===== config.mk =====
export PLATFORM = sky130hd
export DESIGN_NAME = pc_stack
export DESIGN_NICKNAME = d
export VERILOG_FILES = /design/src/rtl/pc_stack.sv
export SDC_FILE = /design/constraint.sdc
export NUM_CORES = 1
export LEC_CHECK = 0
export ABC_AREA = 1
export BUFFER_PORTS_ARGS = -buffer_cell sky130_fd_sc_hd__buf_2
export CAP_MARGIN = 20
export CORE_MARGIN = 8
export CORE_UTILIZATION = 30
export CTS_BUF_LIST = sky130_fd_sc_hd__clkbuf_2
export CTS_CLUSTER_DIAMETER = 80
export DETAILED_ROUTE_END_ITERATION = 6
export PLACE_DENSITY = 0.44
export RECOVER_POWER = 25
export SETUP_SLACK_MARGIN = 0.2
export SYNTH_ARGS = -nofsm -noshare
export SYNTH_HDL_FRONTEND = slang
export SYNTH_SLANG_ARGS = --single-unit

===== constraint.sdc =====
create_clock -name CLK -period 8.81 [get_ports CLK]
set_input_delay 0.4405 -clock CLK [delete_from_list [all_inputs] [get_ports CLK]]
set_output_delay 0.4405 -clock CLK [all_outputs]
set_load 0.05 [all_outputs]

===== src/rtl/pc_stack.sv =====
// pc_stack: WIDTH-bit program counter with an integrated DEPTH-entry
// hardware return stack for CALL/RET.
//
// Parameters:
//   WIDTH      - counter and stack entry width in bits
//   DEPTH      - number of return-stack entries (>= 1)
//   RESET_ADDR - value loaded into the PC on RST_N low or CLR
//
// Ports:
//   CLK   in   rising-edge clock
//   RST_N in   asynchronous active-low reset
//   IN    in   jump/call target address
//   CLR   in   synchronous clear (PC, SP, ERR)
//   RET   in   pop top of stack into PC
//   CALL  in   push OUT+1, jump to IN
//   LOAD  in   jump to IN
//   INC   in   PC <= PC + 1
//   OUT   out  current PC (registered)
//   SP    out  number of valid stack entries
//   FULL  out  SP == DEPTH
//   EMPTY out  SP == 0
//   ERR   out  sticky overflow/underflow flag
//
// Strobe priority: CLR > RET > CALL > LOAD > INC > hold.

module pc_stack #(
    parameter int unsigned     WIDTH      = 16,
    parameter int unsigned     DEPTH      = 8,
    parameter logic [WIDTH-1:0] RESET_ADDR = '0
) (
    input  logic                       CLK,
    input  logic                       RST_N,
    input  logic [WIDTH-1:0]           IN,
    input  logic                       CLR,
    input  logic                       RET,
    input  logic                       CALL,
    input  logic                       LOAD,
    input  logic                       INC,
    output logic [WIDTH-1:0]           OUT,
    output logic [$clog2(DEPTH+1)-1:0] SP,
    output logic                       FULL,
    output logic                       EMPTY,
    output logic                       ERR
);

    localparam int unsigned SPW  = $clog2(DEPTH + 1);
    localparam int unsigned IDXW = (DEPTH > 1) ? $clog2(DEPTH) : 1;

    typedef enum logic [2:0] {
        OP_HOLD,
        OP_INC,
        OP_LOAD,
        OP_CALL,
        OP_RET,
        OP_CLR
    } op_t;

    op_t              op;
    logic [WIDTH-1:0] pc_plus1;
    logic [IDXW-1:0]  push_idx;
    logic [IDXW-1:0]  pop_idx;
    logic [WIDTH-1:0] stack_mem [DEPTH];

    // Exactly one action per cycle; lower-priority strobes are dropped.
    always_comb begin
        op = OP_HOLD;
        if (CLR)       op = OP_CLR;
        else if (RET)  op = OP_RET;
        else if (CALL) op = OP_CALL;
        else if (LOAD) op = OP_LOAD;
        else if (INC)  op = OP_INC;
    end

    assign pc_plus1 = OUT + WIDTH'(1);

    // Indices only matter when the push/pop is legal (SP < DEPTH / SP > 0),
    // so truncation at the boundary values is harmless.
    assign push_idx = IDXW'(SP);
    assign pop_idx  = IDXW'(SP - SPW'(1));

    assign FULL  = (SP == SPW'(DEPTH));
    assign EMPTY = (SP == '0);

    // Return-address storage carries no reset. The RST_N term keeps an edge
    // that lands while reset is held from writing an entry.
    always_ff @(posedge CLK) begin
        if (RST_N && (op == OP_CALL) && !FULL) begin
            stack_mem[push_idx] <= pc_plus1;
        end
    end

    always_ff @(posedge CLK or negedge RST_N) begin
        if (!RST_N) begin
            OUT <= RESET_ADDR;
            SP  <= '0;
            ERR <= 1'b0;
        end else begin
            unique case (op)
                OP_CLR: begin
                    OUT <= RESET_ADDR;
                    SP  <= '0;
                    ERR <= 1'b0;
                end
                OP_RET: begin
                    if (!EMPTY) begin
                        OUT <= stack_mem[pop_idx];
                        SP  <= SP - SPW'(1);
                    end else begin
                        ERR <= 1'b1;
                    end
                end
                OP_CALL: begin
                    if (!FULL) begin
                        OUT <= IN;
                        SP  <= SP + SPW'(1);
                    end else begin
                        ERR <= 1'b1;
                    end
                end
                OP_LOAD: OUT <= IN;
                OP_INC:  OUT <= pc_plus1;
                default: ;
            endcase
        end
    end

endmodule


# == Word-level counts from Yosys, hierarchy flattened ==
# Memory sizes are Yosys's and may differ from the RTL's.
# Cells that the tools add are included.
# totals
ff_bits,21
ramBits,128
in_bits,23
output_inout_bits,23
elab_cells,42
mem_count,1
# memory_table
name,words,width,rd,rd_clocked_by_memory_dff,wr,line_no,rtl
stack_mem,8,16,1,0,1,62,logic [WIDTH-1:0] stack_mem [DEPTH];
# classes
add_sub_neg,3
n_eq_ne,10
muxes,16
reduce_logical,9
# op_table
cell,n
$pmux W16 S5,1
$mux W16,2
$add A16 B1 Y16 const B,1
$pmux W4 S3,1
$reduce_and A3 Y1,3
$mux W4,2
$ne A2 B2 Y1 const B,4
$eq A3 B2 Y1 const B,2
$eq A3 B3 Y1 const B,2
$mux W3,2
$mux W1,5
$reduce_bool A5 Y1,1
$add A4 B1 Y4 const B,1
$eq A4 B4 Y1 const B,1
$logic_not A4 Y1,1
$mux W2,2
$sub A4 B1 Y4 const B,1
$eq A3 B1 Y1 const B,1
$pmux W1 S3,1
$reduce_bool A3 Y1,1
$logic_and A1 B1 Y1,2
$logic_not A1 Y1,1

# == Logic depth before layout (Yosys ltp) ==
# Gate-level depths: netlist of the first run.
# depth
word_depth,10
depth_mapped,16
mapped_depth_nobuf,12

# == Least setup slack after synthesis of the first run ==
# No wires, ideal clock.
# synth_timing
path_type,reg2reg
startpoint,reg SP[0]
endpoint,mem stack_mem[5][0] (enable)
setup_ns,0.409
t_arrival_ns,3.140
required_ns,8.401
slack_ns,5.261
path_stages_with_launch,11
path_buffers,3
synth_period_minus_slack_ns,3.549
path_cell_list,dfrtp_1 -> buf_2 -> inv_2 -> buf_2 -> buf_2 -> ha_1 -> nand2_2 -> nor2_2 -> nor2_2 -> nand2_1 -> nor3_1
# synth_between
elab_chain_len,5
# synth_lines
item,line_no,rtl
from (decl),40,"output logic [$clog2(DEPTH+1)-1:0] SP,"
from (signal assigned),107,SP <= SP - SPW'(1);
from (signal assigned),115,SP <= SP + SPW'(1);
$eq A4 B4 Y1,81,assign FULL = (SP == SPW'(DEPTH));
net FULL,41,"output logic FULL,"
$logic_not A1 Y1,--,
$logic_and A1 B1 Y1,87,if (RST_N && (op == OP_CALL) && !FULL) begin
$mux W1,87,
$mux W1 (implied by the code),88,stack_mem[push_idx] <= pc_plus1;
to (decl),62,
# The timed path passes the listed nets, and every way through them passes these cells.

# == Worst setup path in the final report of the first run ==
# layout_timing
startpoint,reg SP[0]
endpoint,mem stack_mem[3][4] (enable)
# layout_between
elab_chain_len,5
# layout_lines
item,line_no
$eq A4 B4 Y1,81
$logic_not A1 Y1,--
$logic_and A1 B1 Y1,87
$mux W1,87
$mux W1 (implied by the code),88
# Parallel ways exist; a longest one is shown, timed or not.

==> results of run 1 <==
worst paths after layout:
kind | endpoint | slack [ns] | from
setup / recovery | stack_mem[3][4] | 5.15 | SP[0]
hold / removal | OUT[4] | 0.08 | IN[4]
setup reg to reg | stack_mem[3][4] | 5.15 | SP[0]
hold reg to reg | ERR | 0.53 | ERR
max in group asynchronous | SP[0] | 7.10 | RST_N
min in group asynchronous | OUT[8] | 0.64 | RST_N
cell families (layout without fill, tap and decap cells):
logic type	after synthesis	in the layout	synth area share
other	0	2	0
buffers and inverters	105	170	0.0633
AO/OA/AOI/OAI	41	41	0.0324
AND/OR/NAND/NOR	450	450	0.272
adder cells (fa/ha/maj)	3	3	0.00534
XOR/XNOR	5	5	0.00622
flip-flops	149	149	0.621
cell usage after synthesis:
library cell and n:
sky130_fd_sc_hd__o21bai_1 3, sky130_fd_sc_hd__edfxtp_1 128, sky130_fd_sc_hd__xnor2_1 1, sky130_fd_sc_hd__nor2_2 5
sky130_fd_sc_hd__inv_1 70, sky130_fd_sc_hd__nor2_1 51, sky130_fd_sc_hd__buf_6 1, sky130_fd_sc_hd__xor2_1 4
sky130_fd_sc_hd__a21oi_1 10, sky130_fd_sc_hd__nor4_2 1, sky130_fd_sc_hd__nor3_1 4, sky130_fd_sc_hd__nand3_1 80
sky130_fd_sc_hd__o21ai_0 21, sky130_fd_sc_hd__dfrtp_1 21, sky130_fd_sc_hd__nand2_1 285, sky130_fd_sc_hd__and2_1 7
sky130_fd_sc_hd__nand3_4 1, sky130_fd_sc_hd__clkbuf_1 3, sky130_fd_sc_hd__o22ai_1 2, sky130_fd_sc_hd__nand2_2 2
sky130_fd_sc_hd__inv_4 1, sky130_fd_sc_hd__nor2_4 5, sky130_fd_sc_hd__ha_1 3, sky130_fd_sc_hd__buf_1 1
sky130_fd_sc_hd__buf_2 18, sky130_fd_sc_hd__nand4_1 9, sky130_fd_sc_hd__a21boi_0 3, sky130_fd_sc_hd__o211ai_1 2
sky130_fd_sc_hd__inv_2 6, sky130_fd_sc_hd__buf_4 5
layer usage:
metal,wire length (um),up-vias,share of wire
met5,0,-,0
met4,131,0,0.0065
met3,709,8,0.035
met2,9910,83,0.49
met1,9390,2488,0.47
li1,-,2578,-
critical path: stages (launching register included):
cell and delay [ns]:
sky130_fd_sc_hd__dfrtp_2 0.39, sky130_fd_sc_hd__buf_4 0.62, sky130_fd_sc_hd__inv_2 0.04, sky130_fd_sc_hd__buf_4 0.38, sky130_fd_sc_hd__ha_1 0.36, sky130_fd_sc_hd__nand2_2 0.11
sky130_fd_sc_hd__nor2_2 0.06, sky130_fd_sc_hd__nor2_2 0.16, sky130_fd_sc_hd__nand2_1 0.21, sky130_fd_sc_hd__nor3_2 0.65, sky130_fd_sc_hd__buf_4 0.35
state kept, by name, indices dropped and copies added (netlist names):
register,count
stack_mem,128
SP,4
ERR,1
OUT,16
report_power, final:
| group | leakage [nW] | internal, W | switching, W |
|---|---|---|---|
| sequential | 1.44 | 0.000900 | 0.0000799 |
| clock | 0.146 | 0.000160 | 0.000260 |
| combinational | 1.72 | 0.000192 | 0.000621 |
| total | 3.31 | 0.00125 | 0.000961 |
layout make-up:
cell class,instances,area share
repair buffers,61,0.0475
diodes,2,0.000630
multi-input cells,499,0.284
inverters,77,0.0367
clock inverters,13,0.0197
flip-flops and latches,149,0.550
clock buffers,19,0.0120
well taps,319,0.0502
metrics by stage:
step	instance area, um2	hold slack (ns)
after floorplan	7040	0.145
after global placement	7600	0.478
after detailed placement	7630	0.482
after CTS	7940	0.00306
after global routing	7950	0.0357
final	7950	0.0847
what timing repair did:
action	in CTS	in global routing
endpoints found under the hold margin	26	0
hold buffers	6	0
setup buffers	0	0
==> run_results.csv, run 1 <==
group,metric,value,unit
synthesis,ys_seq_area_frac,0.621,
floorplan,fp.dieH,169,um
global_route,global_route.usage.met3,0.0312,
cts,cts.sinks,149,
setup_path,path_class,"register to register",
timing,fin_skew,0.0520,ns
cells_and_area,multi_input_comb_area,2250,um2
cts,root_buffer,"sky130_fd_sc_hd__clkbuf_2",
timing,max_fclk,273,MHz
timing,report.final.slew_viol_count,24,
floorplan,core-area,23300,um2
synthesis,syn_area,7040,um2
placed_design,final_weighted_congestion_in_routability_driven_placement,0.759,
cells_and_area,final_common_cell,"sky130_fd_sc_hd__nand2_1",
cells_and_area,layout.cells.non_filler,1139,
setup_path,data_arrival_at_the_endpoint_of_the_critical_path,4.08,ns
cts,clockBufferDepth,2,
timing,layout_worst_path_cycle_share,0.415,
placed_design,pre_cts_slack,5.15,ns
cts,post_cts_resize_count,0,
global_route,grt_start_max_net_pins,73,
power,power.ir.vdd_worst,113,uV
synthesis,postSynthAreaPerCell,9.34,um2
detailed_routing,detail_route.iter0.violations,366,
cells_and_area,final_nets,831,
floorplan,placement_rows,56,
timing,setup-violations-final,0,
setup_path,worst_r2r_path_depth,10,
global_route,grt.met2_usage,0.240,
global_route,groute.usage.overall,0.143,
detailed_routing,route.detailed.vias_per_inst,4.53,
cells_and_area,post-route-util,0.342,
setup_path,critical_path_required,9.23,ns
global_route,initial_antenna_violation_count,1,
timing,final_period_minus_worst_setup_slack,3.66,ns
synthesis,synth.lib_cells_used.distinct,30,
flow_run,number_of_max_capacitance_violations_reported,1,
timing,tightestPinTransition,1.67,ns
cts,clock_pin_slew_on_the_worst_setup_and_hold_paths,0.23,ns
synthesis,synth.top_cell.area_share,0.546,
global_route,grt_overflow,0,
timing,rsz0062_at_grt,"false",
floorplan,io_pins,46,
placed_design,place.detailed.instances,1098,
timing,postLayoutSetupSlackWorst,5.15,ns
cells_and_area,final_layout_size_suffix_gt1_frac,0.133,
hold_path,hold-path-cell-count,5,
synthesis,synth_top_cell_by_area,"sky130_fd_sc_hd__edfxtp_1",
power,p_leak,3.31,nW
synthesis,synth_seq_cells,149,
outcome,outcome,"finished, violations left",
synthesis,synth_nets,779,
placed_design,dp.final_hpwl,12700,um
floorplan,start_util,0.302,
global_route,first_pass_grt_wire_length,30500,um
setup_path,worst-path-max-fanout,72,
detailed_routing,vias,5157,
setup_path,crit_path_start_kind,"register",
placed_design,placement.io_buffers,45,
outcome,violated_checks,"capacitance limit, slew limit",
cells_and_area,filler_cell_count,2465,
power,fin_total_pwr,0.00221,W
cells_and_area,syn_to_final_growth,13.0,%
detailed_routing,wirelength,20100,um
cells_and_area,storage_element_area,4370,um2
synthesis,syn_inst,753,
floorplan,die_w,169,um
global_route,grt.busiest_layer,"met2",
global_route,grt_pass1_vias,4999,
hold_path,timing.hold.worst.class,"input port to register",
detailed_routing,route.detailed.drc,0,
cts,tritoncts,"built",
cts,clkLatencyLatePin,0.73,ns
floorplan,dieArea,28600,um2
detailed_routing,1st_pass_router_iterations,5,
synthesis,yosys_warnings,0,
power,power-per-cell-area,278,nW/um2
timing,final_hold_viol_count,0,
global_route,global_route_met1_usage,0.186,
detailed_routing,detail-route-antenna-nets,0,
timing,setup-tns-final,0,ns
detailed_routing,wl_per_cell,17.7,um
synthesis,ys_top_cells_by_area,"sky130_fd_sc_hd__edfxtp_1 55%, sky130_fd_sc_hd__nand2_1 15%, sky130_fd_sc_hd__dfrtp_1 7.5%",
setup_path,endpoint_kind,"register",
cts,htreeDepth,4,
cts,cts_made_buffers,17,
cells_and_area,leading_cell_types_in_the_layout_fill_and_taps_excluded,"285 x sky130_fd_sc_hd__nand2_1, 128 x sky130_fd_sc_hd__edfxtp_1, 80 x sky130_fd_sc_hd__nand3_1",
timing,max-slew-margin-rel,-0.115,
No activity file was read; power rests on OpenSTA's default activity.
==> run 2, diff against run 1 <==
==> constraint.sdc (replaced) <==
create_clock -name CLK -period 3.7 [get_ports CLK]
set_input_delay 0.185 -clock CLK [delete_from_list [all_inputs] [get_ports CLK]]
set_output_delay 0.185 -clock CLK [all_outputs]
set_load 0.05 [all_outputs]
==> run_results.csv, run 2 (synthesis gave the netlist of run 1 again) <==
group,metric,value,unit
power,p_leak,3.33,nW
detailed_routing,wl_per_cell,17.6,um
cts,post_cts_resize_count,0,
timing,max-slew-margin-rel,0.443,
global_route,grt_start_max_net_pins,72,
timing,fin_skew,0.0362,ns
power,power.ir.vdd_worst,334,uV
timing,final_hold_viol_count,0,
timing,final_period_minus_worst_setup_slack,2.56,ns
detailed_routing,route.detailed.vias_per_inst,4.43,
setup_path,cp-startpoint,"SP[1]",
setup_path,setup.reg_to_reg.worst_slack,1.14,ns
cts,post-cts-setup-buffers,0,
global_route,first_pass_grt_wire_length,31200,um
detailed_routing,vias,5128,
floorplan,dieArea,28600,um2
cts,clkLatencyLatePin,0.70,ns
power,power-per-cell-area,643,nW/um2
cells_and_area,final_nets,850,
cts,cts.sinks,149,
cells_and_area,leading_cell_types_in_the_layout_fill_and_taps_excluded,"285 x sky130_fd_sc_hd__nand2_1, 128 x sky130_fd_sc_hd__edfxtp_1, 80 x sky130_fd_sc_hd__nand3_1",
cells_and_area,final_common_cell,"sky130_fd_sc_hd__nand2_1",
setup_path,worst-path-max-fanout,9,
detailed_routing,wirelength,20400,um
cts,tritoncts,"built",
timing,postLayoutSetupSlackWorst,1.14,ns
detailed_routing,1st_pass_router_iterations,4,
placed_design,dp.final_hpwl,12700,um
cells_and_area,post-route-util,0.346,
setup_path,data_arrival_at_the_endpoint_of_the_critical_path,2.96,ns
global_route,grt_overflow,0,
placed_design,pre_cts_slack,1.09,ns
cells_and_area,syn_to_final_growth,14.5,%
flow_run,number_of_max_capacitance_violations_reported,0,
placed_design,dpl-instance-area,7640,um2
setup_path,critical_path_required,4.10,ns
floorplan,core-area,23300,um2
cts,root_buffer,"sky130_fd_sc_hd__clkbuf_2",
outcome,outcome,"completed",
cts,htreeDepth,4,
cts,clock_pin_slew_on_the_worst_setup_and_hold_paths,0.21,ns
cells_and_area,reg.largest.list,"stack_mem x128, OUT x16, SP x4",
cells_and_area,largest_reg_flops,128,
placed_design,final_weighted_congestion_in_routability_driven_placement,0.753,
placed_design,placement.io_buffers,45,
timing,report.final.slew_viol_count,0,
cells_and_area,layout.cells.non_filler,1157,
cells_and_area,final_cell_area,8060,um2
timing,setup-violations-final,0,
floorplan,die_w,169,um
hold_path,worst_hold_startpoint,"LOAD",
floorplan,placement_rows,56,
detailed_routing,route.detailed.drc,0,
cells_and_area,final_layout_size_suffix_gt1_frac,0.117,
timing,layout_worst_path_cycle_share,0.691,
floorplan,start_util,0.302,
global_route,grt_pass1_vias,5096,
setup_path,crit_path_start_kind,"register",
hold_path,timing.hold.worst.class,"input port to register",
detailed_routing,detail-route-antenna-nets,0,
timing,tightestPinTransition,0.835,ns
cts,clockBufferDepth,2,
floorplan,io_pins,46,
setup_path,critical_register_to_register_path_startpoint,"SP[1]",
setup_path,path_class,"register to register",
cells_and_area,top_register,"stack_mem",
timing,max_fclk,391,MHz
timing,setup-tns-final,0,ns
cts,cts_made_buffers,17,
timing,rsz0062_at_grt,"false",
floorplan,fp.dieH,169,um
global_route,initial_antenna_violation_count,1,
placed_design,place.detailed.instances,1102,
setup_path,endpoint_kind,"register",
global_route,groute.usage.overall,0.146,
detailed_routing,detail_route.iter0.violations,425,
## run 2: stage by stage
stage	hold slack (ns)	power, W
final	0.0947	0.00518
after global routing	0.0640	0.00553
after CTS	0.0150	0.00529
after detailed placement	0.230	0.00438
after global placement	0.228	0.00439
after floorplan	-0.111	0.00372
## run 2: final cells by class
type                            instances  area [um2]
Clock buffer                           19        95.1
Antenna cell                            1        2.50
Fill cell                            2472       15200
Timing Repair Buffer                   80         520
Sequential cell                       149        4370
Inverter                               77         292
Tap cell                              319         399
Multi-Input combinational cell        499        2260
Clock inverter                         13         116
## run 2: repair_timing
action                                 in CTS  in global routing
setup endpoints to repair                   0                  0
endpoints found under the hold margin      42                  0
hold buffers                               22                  0
## run 2: metal layers
metal  part of all wire  global-route usage  routed length [um]  up-vias
met5                  0                   0                   0        -
met4             0.0048              0.0358                  97        0
met3              0.048              0.0261                 977        6
met1               0.47               0.199                9650     2420
li1                   -                   -                   -     2602
met2               0.47               0.238                9650      100
## run 2: final timing paths
check / endpoint / cells after the start
max in group asynchronous: OUT[1] / 4
worst min-delay path: SP[3] / 6
worst max-delay path: stack_mem[2][8] / 8
worst max register to register: stack_mem[2][8] / 8
worst min register to register: OUT[1] / 2
min in group asynchronous: OUT[4] / 4
## run 2: report_power, final
group | leakage, nW | switching, W | total, W | internal [W]
Clock | 0.136 | 0.000581 | 0.000881 | 0.000300
Combinational | 1.76 | 0.00152 | 0.00197 | 0.000452
Sequential | 1.44 | 0.000184 | 0.00233 | 0.00214
## run 2: critical path: stages (launching register included)
cell	delay, ns
sky130_fd_sc_hd__dfrtp_1	0.52
sky130_fd_sc_hd__inv_1	0.18
sky130_fd_sc_hd__ha_1	0.27
sky130_fd_sc_hd__nand2_2	0.12
sky130_fd_sc_hd__nor2_2	0.06
sky130_fd_sc_hd__nor2_2	0.15
sky130_fd_sc_hd__nand3_1	0.20
sky130_fd_sc_hd__nor2_2	0.48
sky130_fd_sc_hd__buf_4	0.30
==> run 3, diff against run 2 <==
==> constraint.sdc (replaced) <==
create_clock -name CLK -period 2.4 [get_ports CLK]
set_input_delay 0.12 -clock CLK [delete_from_list [all_inputs] [get_ports CLK]]
set_output_delay 0.12 -clock CLK [all_outputs]
set_load 0.05 [all_outputs]
==> run_results.csv, run 3 (synthesis gave the netlist of run 1 again) <==
group,metric,value,unit
cells_and_area,largest_reg_flops,128,
timing,rsz0062_at_grt,"false",
floorplan,placement_rows,56,
cells_and_area,syn_to_final_growth,20.7,%
floorplan,die_w,169,um
cts,clockBufferDepth,2,
detailed_routing,detail-route-antenna-nets,0,
detailed_routing,route.detailed.drc,0,
cts,htreeDepth,4,
timing,setup-tns-final,0,ns
floorplan,start_util,0.302,
cells_and_area,filler_cell_count,2442,
hold_path,timing.hold.worst.class,"input port to register",
detailed_routing,detail_route.iter0.violations,314,
timing,report.final.slew_viol_count,0,
global_route,grt_pass1_vias,5305,
cts,clock_pin_slew_on_the_worst_setup_and_hold_paths,0.21,ns
cells_and_area,final_nets,878,
cells_and_area,leading_cell_types_in_the_layout_fill_and_taps_excluded,"284 x sky130_fd_sc_hd__nand2_1, 128 x sky130_fd_sc_hd__edfxtp_1, 80 x sky130_fd_sc_hd__nand3_1",
flow_run,number_of_max_capacitance_violations_reported,0,
floorplan,core-area,23300,um2
timing,final_period_minus_worst_setup_slack,2.15,ns
timing,fin_skew,0.0363,ns
setup_path,worst-path-max-fanout,8,
timing,setup-violations-final,0,
setup_path,crit_path_start_kind,"input port",
setup_path,timing.critical_path.mode_cell,"sky130_fd_sc_hd__dlygate4sd3_1",
setup_path,path_cells,"dlygate4sd3_1 > buf_2 > o21ai_0 > dlygate4sd3_1 > nand2_1 > nor2_4 > nand2_4 > nor4_4 > buf_4",
outcome,outcome,"completed",
detailed_routing,route.detailed.vias_per_inst,4.47,
cts,tritoncts,"built",
placed_design,place.detailed.instances,1119,
cells_and_area,antenna_cells,0,
timing,tightestPinTransition,0.769,ns
cells_and_area,layout.cells.non_filler,1184,
timing,postLayoutSetupSlackWorst,0.251,ns
placed_design,dpl-instance-area,7910,um2
detailed_routing,1st_pass_router_iterations,5,
power,p_leak,3.57,nW
placed_design,dp.final_hpwl,13400,um
setup_path,endpoint_kind,"register",
cells_and_area,reg.largest.list,"stack_mem x128, OUT x16, SP x4",
detailed_routing,wl_per_cell,17.4,um
timing,final_hold_viol_count,0,
global_route,initial_antenna_violation_count,0,
power,power.ir.vdd_worst,424,uV
floorplan,dieArea,28600,um2
cts,root_buffer,"sky130_fd_sc_hd__clkbuf_2",
setup_path,data_arrival_at_the_endpoint_of_the_critical_path,2.56,ns
timing,layout_worst_path_cycle_share,0.895,
cts,cts_made_buffers,17,
setup_path,timing.critical_path.slowest_stage_cell,"sky130_fd_sc_hd__dlygate4sd3_1",
floorplan,io_pins,46,
timing,max_fclk,465,MHz
global_route,groute.usage.overall,0.149,
cells_and_area,final_layout_size_suffix_gt1_frac,0.149,
floorplan,fp.dieH,169,um
timing,max-slew-margin-rel,0.488,
placed_design,pre_cts_slack,0.263,ns
placed_design,final_weighted_congestion_in_routability_driven_placement,0.739,
cells_and_area,final_cell_area,8490,um2
setup_path,slowest_delay,0.56,ns
setup_path,path_buf_inv,4,
placed_design,placement.io_buffers,45,
cts,cts.sinks,149,
setup_path,timing.critical_path.max_delay_family,"buffers and inverters",
cells_and_area,top_register,"stack_mem",
detailed_routing,vias,5289,
cells_and_area,final_common_cell,"sky130_fd_sc_hd__nand2_1",
timing,fin_worst_hold_slack,0.168,ns
power,power-per-cell-area,1000,nW/um2
global_route,grt_overflow,0,
global_route,grt_start_max_net_pins,72,
setup_path,critical_path_required,2.81,ns
detailed_routing,wirelength,20700,um
setup_path,path_class,"input port to register",
global_route,first_pass_grt_wire_length,32100,um
cts,clkLatencyLatePin,0.71,ns
==> run 3: final timing paths <==
path	start	end	slack, ns	cells after the start
max	LOAD	stack_mem[1][4]	0.25	9
min	INC	OUT[14]	0.17	9
max reg2reg	SP[1]	ERR	0.31	9
min reg2reg	OUT[14]	OUT[14]	0.61	2
max in group asynchronous	RST_N	SP[0]	0.77	4
min in group asynchronous	RST_N	SP[2]	0.78	4
==> run 3: stage by stage <==
step	utilization	total power, W
finish	0.365	0.00852
global route	0.365	0.00908
CTS	0.364	0.00865
detailed placement	0.340	0.00697
global placement	0.340	0.00699
floorplan	-	0.00583
==> run 3: cell type report <==
| cell class | instances | area (um2) | area share |
|---|---|---|---|
| Clock inverter | 13 | 183 | 0.0215 |
| Multi-Input combinational cell | 499 | 2310 | 0.272 |
| Sequential cell | 149 | 4370 | 0.515 |
| Timing Repair Buffer | 108 | 843 | 0.0993 |
| Tap cell | 319 | 399 | 0.0470 |
| Inverter | 77 | 294 | 0.0346 |
| Clock buffer | 19 | 95.1 | 0.0112 |
==> run 3: where the power goes <==
part           total (W)  internal (W)  switching [W]
Sequential       0.00359       0.00330       0.000283
Combinational    0.00332      0.000900        0.00242
Clock            0.00161      0.000689       0.000923
==> run 3: what timing repair did <==
action,CTS,global route
hold buffers,28,0
hold endpoints to repair,42,0
resized for setup,3,6
setup endpoints to repair,6,17
buffers inserted,0,5
pin swaps,0,1
==> run 3: tightest hold or removal path, cell delays in order <==
cell	delay, ns
sky130_fd_sc_hd__buf_2	0.10
sky130_fd_sc_hd__inv_1	0.06
sky130_fd_sc_hd__nor2_1	0.06
sky130_fd_sc_hd__nor2_4	0.13
sky130_fd_sc_hd__nor2_4	0.13
sky130_fd_sc_hd__nand3_1	0.11
sky130_fd_sc_hd__nand2_1	0.05
sky130_fd_sc_hd__nand2_1	0.05
sky130_fd_sc_hd__nand2_1	0.04
==> run 3: per-layer routing <==
metal	track usage	wire length (um)	vias up
met1	0.192	9600	2527
met2	0.256	10300	85
met4	0.0312	193	0
li1	-	-	2662
met3	0.0274	577	15
met5	0	0	-
